`src/rtl/adc_pkg.sv`:
```
// Shared types and helpers for the ADC scan controller and its arbiter.
package adc_pkg;

  typedef enum logic [2:0] {
    IDLE,
    SETTLE,
    START,
    WAIT,
    DONE
  } state_t;

  localparam int VOL_W_DEF = 12;

  // Width of a channel index; a single channel still needs one bit.
  function automatic int ch_w(input int n);
    return (n > 1) ? $clog2(n) : 1;
  endfunction

endpackage

```
`src/rtl/adc_rr_arb.sv`:
```
// Combinational round-robin pick: first set req bit after rr_ptr, wrapping modulo NUM_CH.
module adc_rr_arb
  import adc_pkg::*;
#(
  parameter int NUM_CH = 4,
  localparam int CH_W = ch_w(NUM_CH)
) (
  input  logic [NUM_CH-1:0] req,
  input  logic [CH_W-1:0]   rr_ptr,
  output logic [CH_W-1:0]   grant,
  output logic              any_req
);

  logic [CH_W-1:0] idx;

  // Scan farthest-to-nearest so the closest requester after rr_ptr is written last.
  always_comb begin
    grant   = '0;
    any_req = 1'b0;
    idx     = '0;
    for (int i = NUM_CH; i >= 1; i--) begin
      idx = CH_W'((int'(rr_ptr) + i) % NUM_CH);
      if (req[idx]) begin
        grant   = idx;
        any_req = 1'b1;
      end
    end
  end

endmodule

```
`src/rtl/adc_scan_ctrl.sv`:
```
// Round-robin scan scheduler for the shared sampler/averaging converter.
// Grant -> mux select, settle, one start pulse, wait con_end under watchdog, ack.
module adc_scan_ctrl
  import adc_pkg::*;
#(
  parameter int NUM_CH      = 4,
  parameter int SETTLE_CYC  = 1000,
  parameter int TIMEOUT_CYC = 216300000,
  parameter int CNT_W       = 28,
  parameter int VOL_W       = VOL_W_DEF,
  localparam int CH_W       = ch_w(NUM_CH)
) (
  input  logic              s_clk,
  input  logic              s_rst,
  input  logic [NUM_CH-1:0] req,
  output logic [NUM_CH-1:0] ack,
  output logic [CH_W-1:0]   ch_sel,
  output logic              sam_start,
  input  logic              con_end,
  input  logic [VOL_W-1:0]  vol,
  output logic [VOL_W-1:0]  result,
  output logic [CH_W-1:0]   result_ch,
  output logic              result_vld,
  output logic              timeout_err,
  output logic              busy
);

  localparam logic [CNT_W-1:0] SETTLE_LAST = CNT_W'(SETTLE_CYC - 1);
  localparam logic [CNT_W-1:0] WD_LAST     = CNT_W'(TIMEOUT_CYC - 1);

  state_t           state, state_nxt;
  logic [CH_W-1:0]  rr_ptr, rr_nxt;
  logic [CH_W-1:0]  grant_ch, grant_nxt, ch_sel_nxt;
  logic [CH_W-1:0]  pick;
  logic             any_req;
  logic [CNT_W-1:0] settle_cnt, settle_nxt;
  logic [CNT_W-1:0] wd_cnt, wd_nxt;
  logic             start_nxt, done_nxt, vld_nxt, tmo_nxt, latch_res;

  adc_rr_arb #(.NUM_CH(NUM_CH)) u_arb (
    .req     (req),
    .rr_ptr  (rr_ptr),
    .grant   (pick),
    .any_req (any_req)
  );

  always_comb begin
    state_nxt  = state;
    rr_nxt     = rr_ptr;
    grant_nxt  = grant_ch;
    ch_sel_nxt = ch_sel;
    settle_nxt = settle_cnt;
    wd_nxt     = wd_cnt;
    start_nxt  = 1'b0;
    done_nxt   = 1'b0;
    vld_nxt    = 1'b0;
    tmo_nxt    = 1'b0;
    latch_res  = 1'b0;
    case (state)
      IDLE: begin
        if (any_req) begin
          state_nxt  = SETTLE;
          grant_nxt  = pick;
          ch_sel_nxt = pick;
          settle_nxt = '0;
        end
      end
      SETTLE: begin
        if (settle_cnt == SETTLE_LAST) begin
          state_nxt = START;
          start_nxt = 1'b1;
        end else begin
          settle_nxt = settle_cnt + 1'b1;
        end
      end
      START: begin
        wd_nxt    = '0;
        state_nxt = WAIT;
      end
      WAIT: begin
        // A conversion landing on the last watchdog cycle still counts as success.
        if (con_end) begin
          latch_res = 1'b1;
          vld_nxt   = 1'b1;
          done_nxt  = 1'b1;
          state_nxt = DONE;
        end else if (wd_cnt == WD_LAST) begin
          tmo_nxt   = 1'b1;
          done_nxt  = 1'b1;
          state_nxt = DONE;
        end else begin
          wd_nxt = wd_cnt + 1'b1;
        end
      end
      DONE: begin
        rr_nxt    = grant_ch;
        state_nxt = IDLE;
      end
      default: state_nxt = IDLE;
    endcase
  end

  // Pulse outputs are registered on the transition so they coincide with the target state.
  always_ff @(posedge s_clk) begin
    if (s_rst) begin
      state       <= IDLE;
      rr_ptr      <= CH_W'(NUM_CH - 1);
      grant_ch    <= '0;
      ch_sel      <= '0;
      settle_cnt  <= '0;
      wd_cnt      <= '0;
      sam_start   <= 1'b0;
      ack         <= '0;
      result      <= '0;
      result_ch   <= '0;
      result_vld  <= 1'b0;
      timeout_err <= 1'b0;
    end else begin
      state       <= state_nxt;
      rr_ptr      <= rr_nxt;
      grant_ch    <= grant_nxt;
      ch_sel      <= ch_sel_nxt;
      settle_cnt  <= settle_nxt;
      wd_cnt      <= wd_nxt;
      sam_start   <= start_nxt;
      ack         <= done_nxt ? (NUM_CH'(1) << grant_ch) : '0;
      result_vld  <= vld_nxt;
      timeout_err <= tmo_nxt;
      if (latch_res) begin
        result    <= vol;
        result_ch <= grant_ch;
      end
    end
  end

  assign busy = (state != IDLE);

endmodule
```
`config.mk`:
```
export PLATFORM = sky130hd
export DESIGN_NAME = adc_scan_ctrl
export DESIGN_NICKNAME = d
export VERILOG_FILES = /design/src/rtl/adc_pkg.sv /design/src/rtl/adc_rr_arb.sv /design/src/rtl/adc_scan_ctrl.sv
export SDC_FILE = /design/constraint.sdc
export NUM_CORES = 1
export LEC_CHECK = 0
export CAP_MARGIN = 20
export CORE_UTILIZATION = 50
export DETAILED_ROUTE_END_ITERATION = 6
export PLACE_DENSITY_LB_ADDON = 0.2
export SYNTH_ARGS = -nofsm -noshare
export SYNTH_HDL_FRONTEND = slang
export SYNTH_SLANG_ARGS = --single-unit
export TNS_END_PERCENT = 20
```
`constraint.sdc`:
```
create_clock -name s_clk -period 2.1 [get_ports s_clk]
set_input_delay 0.315 -clock s_clk [delete_from_list [all_inputs] [get_ports s_clk]]
set_output_delay 0.315 -clock s_clk [all_outputs]
set_load 0.02 [all_outputs]
```
# Word-level counts from Yosys, hierarchy flattened

Cells that the tools add are included.

Flip-flop bits (word level): 84
Output and inout port bits: 24
Input port bits: 19

Magnitude comparators: 4
Bitwise logic cells: 3
$add $sub $neg: 6
Shifts and indexed selects: 1
Reduce and logical (&&, ||, !) cells: 11
Eq/ne operators: 12
Muxes and demuxes: 33

Operator list:

| cell                                                                 | count |
|---|---|
| 28-bit 2-to-1 mux                                                    | 4 |
| 28-bit one-hot mux with 2 select lines                               | 2 |
| 28-bit by 1-bit adder with 28-bit output, second input constant      | 2 |
| 28-bit by 10-bit == test with 1-bit output, second input constant    | 1 |
| 28-bit == test, second input constant                                | 1 |
| 1-bit 2-to-1 mux                                                     | 14 |
| 2-bit by 3-bit < comparator with 1-bit output, second input constant | 4 |
| 3-bit 2-to-1 mux                                                     | 4 |
| 3-bit one-hot mux with 4 select lines                                | 1 |
| 2-bit != test, second input constant                                 | 5 |
| 3-bit AND reduction                                                  | 3 |
| 1-bit binary-select mux with 2-bit select                            | 4 |
| 2-bit 2-to-1 mux                                                     | 4 |
| 3-bit by 2-bit == test with 1-bit output, second input constant      | 2 |
| 2-bit by 1-bit adder with 2-bit output, second input constant        | 2 |
| 2-bit adder, second input constant                                   | 2 |
| 2-bit nonzero test                                                   | 2 |
| 2-bit OR reduction                                                   | 2 |
| 1-bit by 2-bit << shifter with 4-bit output, first input constant    | 1 |
| 3-bit by 1-bit == test with 1-bit output, second input constant      | 1 |
| 3-bit == test, second input constant                                 | 1 |
| 3-bit zero test                                                      | 1 |
| 3-bit != test, second input constant                                 | 1 |
| 1-bit inverter                                                       | 3 |
| 3 further kinds                                                      | 3 |

# Logic depth before layout (Yosys ltp)

Gate-level depths: netlist (run 1).

Word-level depth: 9
Gate-level depth with buffers: 8

# Cells and area by module

A second synthesis (run 1) with hierarchy kept.

Cells, all modules: 543
Area total of the unflattened synthesis: 4380.5 um^2

By module, submodules not included:

| module        | area an instance (um^2) | cells an instance | instances | seq. area each (um^2) |
|---|---|---|---|---|
| adc_scan_ctrl | 4289.1                  | 529               | 1         | 1681.6 |
| adc_rr_arb    | 91.3                    | 14                | 1         | 0.0 |

# Worst setup path after synthesis (run 1)

Ideal clock, no wire load.

Kind: register to register
Start point: register wd_cnt[10]
End point: register wd_cnt[23]
Data arrival time: 1.991 ns
Path buffers: 1
Setup time: 0.128 ns
Setup slack: -0.019 ns
Stages on the path, launching flop included: 8
Cell sequence: dfxtp_1 or4_1 or4_4 o21bai_4 buf_4 a211oi_1 xnor2_1 nor2_1

Word-level cells in the longest chain between the ends: 4

RTL lines:

| element                                  | line                 | source |
|---|---|---|
| from (decl)                              | adc_scan_ctrl.sv:37  | `logic [CNT_W-1:0] wd_cnt, wd_nxt;` |
| from (signal assigned)                   | adc_scan_ctrl.sv:124 | `wd_cnt <= wd_nxt;` |
| 28-bit by 1-bit adder with 28-bit output | adc_scan_ctrl.sv:92  | `wd_nxt = wd_cnt + 1'b1;` |
| 28-bit 2-to-1 mux                        | adc_scan_ctrl.sv:87  | `end else if (wd_cnt == WD_LAST) begin` |
| 28-bit 2-to-1 mux                        | adc_scan_ctrl.sv:82  | `if (con_end) begin` |
| 28-bit one-hot mux with 2 select lines   | adc_scan_ctrl.sv:59  | `case (state)` |

Parallel ways exist; a longest one is shown, timed or not. The select of a mux whose other input is x is not followed.
A chain may end at the register's enable or synchronous reset.

# Worst setup path after layout (run 1)

Start point: register wd_cnt[10]
End point: register wd_cnt[20]

The elaborated chain is that of the path after synthesis.

==> impl_metrics.yaml, run 1 <==
cells_and_area:
  mostFrequentLayoutCells: "dfxtp_1, nor2_1, nand2_1"
  diodes: 0
  final_cell_area_um2: 4880
  area_growth_pct: 25.4
  final_nets: 569
  layout-drive-gt1-share: 0.125
  final_util: 0.662
  final_common_cell: "dfxtp_1"
routing:
  drc: 0
  wire_per_inst_um: 13.6
  vias: 3596
  first_pass_iters: 5
  viasPerCell: 5.52
  wl_mm: 8.88
  drtAntennaViolNets: 0
  drt_iter0_drc: 170
grt:
  grt_pass1_wl_mm: 14.9
  grt_use_total: 0.223
  met3_usage: 0.0406
  use_met2: 0.336
  antenna_found_initial: 0
  grt_pass1_vias: 3270
  grt-busiest-layer: "met2"
  gr-usage-met1: 0.318
  grt_start_max_net_pins: 33
  overflow: 0
power_and_ir_drop:
  swShare: 0.224
  seq_power_share: 0.548
  power.share.clock: 0.402
  leakage_nw: 1.67
  ir_worst_vdd_mv: 0.325
  powerDensity_nw_per_um2: 600
  power.switching_mw: 0.655
  pwr-share-comb: 0.050
  p_int_mw: 2.27
die:
  ios: 43
  num_rows: 31
  fp.dieH_um: 90.2
  initial_utilization: 0.528
  chipWidth_um: 90.2
  die_area_um2: 8140
  core_area_um2: 7370
synthesis:
  ys_ff_latch: 84
  syn_avg_cell_area_um2: 8.12
  synth-edff-count: 0
  async_flop_share: 0
  synth.distinct_cells: 44
  synth_nets: 500
  yosys_warnings: 0
  seq_area_frac_synth: 0.432
  synthCells: 479
  syn_area_um2: 3890
  yosys_most_used_dff: "dfxtp_1"
timing:
  fmax_mhz: 448
  skew_ns: 0.0134
  rsz0062_at_grt: "yes"
  max-slew-margin-rel: 0.657
  period_share: 1.06
  worst_slack_ns: -0.131
  holdWs_ns: 0.454
  hold_viol: 0
  maxSlewViolCount: 0
  min_period_ns: 2.23
  setup_viol: 33
  tightest_slew_ns: 0.502
worst_setup_path:
  regToRegSetupSlack_ns: -0.13
  cp.arrival_ns: 2.46
  critical_path_required_ns: 2.33
  start_kind: "flip-flop"
  path_max_fanout: 22
  reg2regPathDepth: 7
  end_kind: "flip-flop"
  crit-reg2reg-launch: "wd_cnt[10]"
  critical_path_class: "flip-flop to flip-flop"
  rr_endpoint: "wd_cnt[20]"
clocking:
  clock-sinks: 84
  cts_hold_buf: 0
  clkLatencyLatePin_ns: 0.35
  cts_made_buffers: 9
  cts_tree: "done"
  cts.path.max_buffers: 2
  clk_pin_slew_worst_paths_ns: 0.09
  htree_levels: 3
  root_buffer: "clkbuf_8"
worst_hold_path:
  worstHoldEndpoint: "result[4]"
  min_delay_path_depth: 2
  min_from: "result[4]"
  worstHoldPathType: "flip-flop to flip-flop"
run:
  max_cap_violations: 0
place:
  portBuffers: 42
  gp_congestion: 0.871
  hpwl_mm: 6.15
  placed_cell_area_um2: 4640
run_status:
  status: "finished with violations"
  violations: "negative setup slack"
-- layer usage --
metal  routed length (µm)  vias to the layer above
li1                     -                     1804
met5                    0                        -
met4                   90                        0
met1                 4510                     1680
met2                 3930                      101
met3                  354                       11
-- critical path, stage by stage, from the launching register on --
cell and delay, ns:
dfxtp_1 0.32, or4_4 0.53, or4_4 0.55, o21bai_4 0.20, buf_12 0.19, a211oi_1 0.09
xnor2_1 0.16, nor2_1 0.05
-- synthesized netlist by cell type (4+ instances only) --
cell       n  area [µm²]
nand4_1   21         131
nand2_1   59         221
and3_1    13        81.3
a211oi_1   6        45.0
and4_1     4        35.0
nor3_1    21         105
or3_1     11        68.8
inv_1      6        22.5
xnor2_1   33         289
nor2_1    72         270
nand2b_1   5        31.3
o21ai_0    6        30.0
clkbuf_1  18        67.6
dfxtp_1   84        1680
xor2_1    16         140
nand3_1   25         125
nor4_1     6        37.5
a21oi_1   37         185
-- final cells by class --
cell class / instances / area, µm²
Fill cell: 617 / 2490
Multi-Input combinational cell: 366 / 2110
Sequential cell: 84 / 1680
Timing Repair Buffer: 81 / 732
Clock buffer: 12 / 155
Tap cell: 99 / 124
Clock inverter: 4 / 47.5
Inverter: 6 / 22.5
-- power groups by stage --
stage	sequential (mW)	combinational [mW]	clock [mW]
floorplan	1.64	0.0695	0
global placement	1.64	0.142	0
detailed placement	1.64	0.144	0
CTS	1.61	0.146	1.20
global route	1.61	0.157	1.28
finish	1.61	0.146	1.18
-- flip-flops by register name, indices dropped and copies added (netlist names), 2 cells and up --
signal,flops
rr_ptr,2
result,12
result_ch,2
settle_cnt,28
grant_ch,2
wd_cnt,28
state,3
ack,4
-- timing repair --
item                                    in CTS  in global routing
cloned                                       0                  0
endpoints found under the setup margin      34                 53
resized for setup                            2                 10
pin swaps                                    3                  2
setup buffers                                0                  0
-- worst max-delay path by stage --
stage                     endpoint  slack, ns  startpoint  cells after the start
floorplan               wd_cnt[23]      0.008  wd_cnt[10]                      7
global placement    settle_cnt[23]      -0.13      req[1]                      6
global route            wd_cnt[10]      -0.24  wd_cnt[10]                      7
finish                  wd_cnt[20]      -0.13  wd_cnt[10]                      7
CTS                     wd_cnt[20]      -0.13  wd_cnt[10]                      7
detailed placement  settle_cnt[23]      -0.22      req[1]                      6
-- stage by stage --
step / power [mW] / setup TNS (ns) / worst slack [ns] / cells
4_1_cts: 2.95 / -3.14 / -0.125 / 652
2_1_floorplan: 1.71 / 0 / 0.00813 / 479
3_3_place_gp: 1.79 / -1.94 / -0.132 / 636
3_5_place_dp: 1.79 / -3.74 / -0.219 / 636
6_report: 2.93 / -3.09 / -0.131 / 652
5_1_grt: 3.04 / -6.39 / -0.244 / 652
-- cell families after synthesis --
group / count (synthesis) / synth area share
mux: 1 / 0.00257
flops: 84 / 0.432
compound gates: 61 / 0.0933
simple gates: 253 / 0.323
fa+ha+maj: 2 / 0.00643
xor+xnor: 49 / 0.110
buf+inv: 29 / 0.0318
No activity file was read; power rests on OpenSTA's default activity.
==> run 2, diff against run 1 <==
--- a/config.mk
+++ b/config.mk
@@ -7,6 +7,7 @@
 export LEC_CHECK = 0
 export CAP_MARGIN = 20
 export CORE_UTILIZATION = 50
+export CTS_CLUSTER_SIZE = 14
 export DETAILED_ROUTE_END_ITERATION = 6
 export PLACE_DENSITY_LB_ADDON = 0.2
 export SYNTH_ARGS = -nofsm -noshare
==> results of run 2 <==
The final DEF is identical to that of run 1; final timing and power are the same.
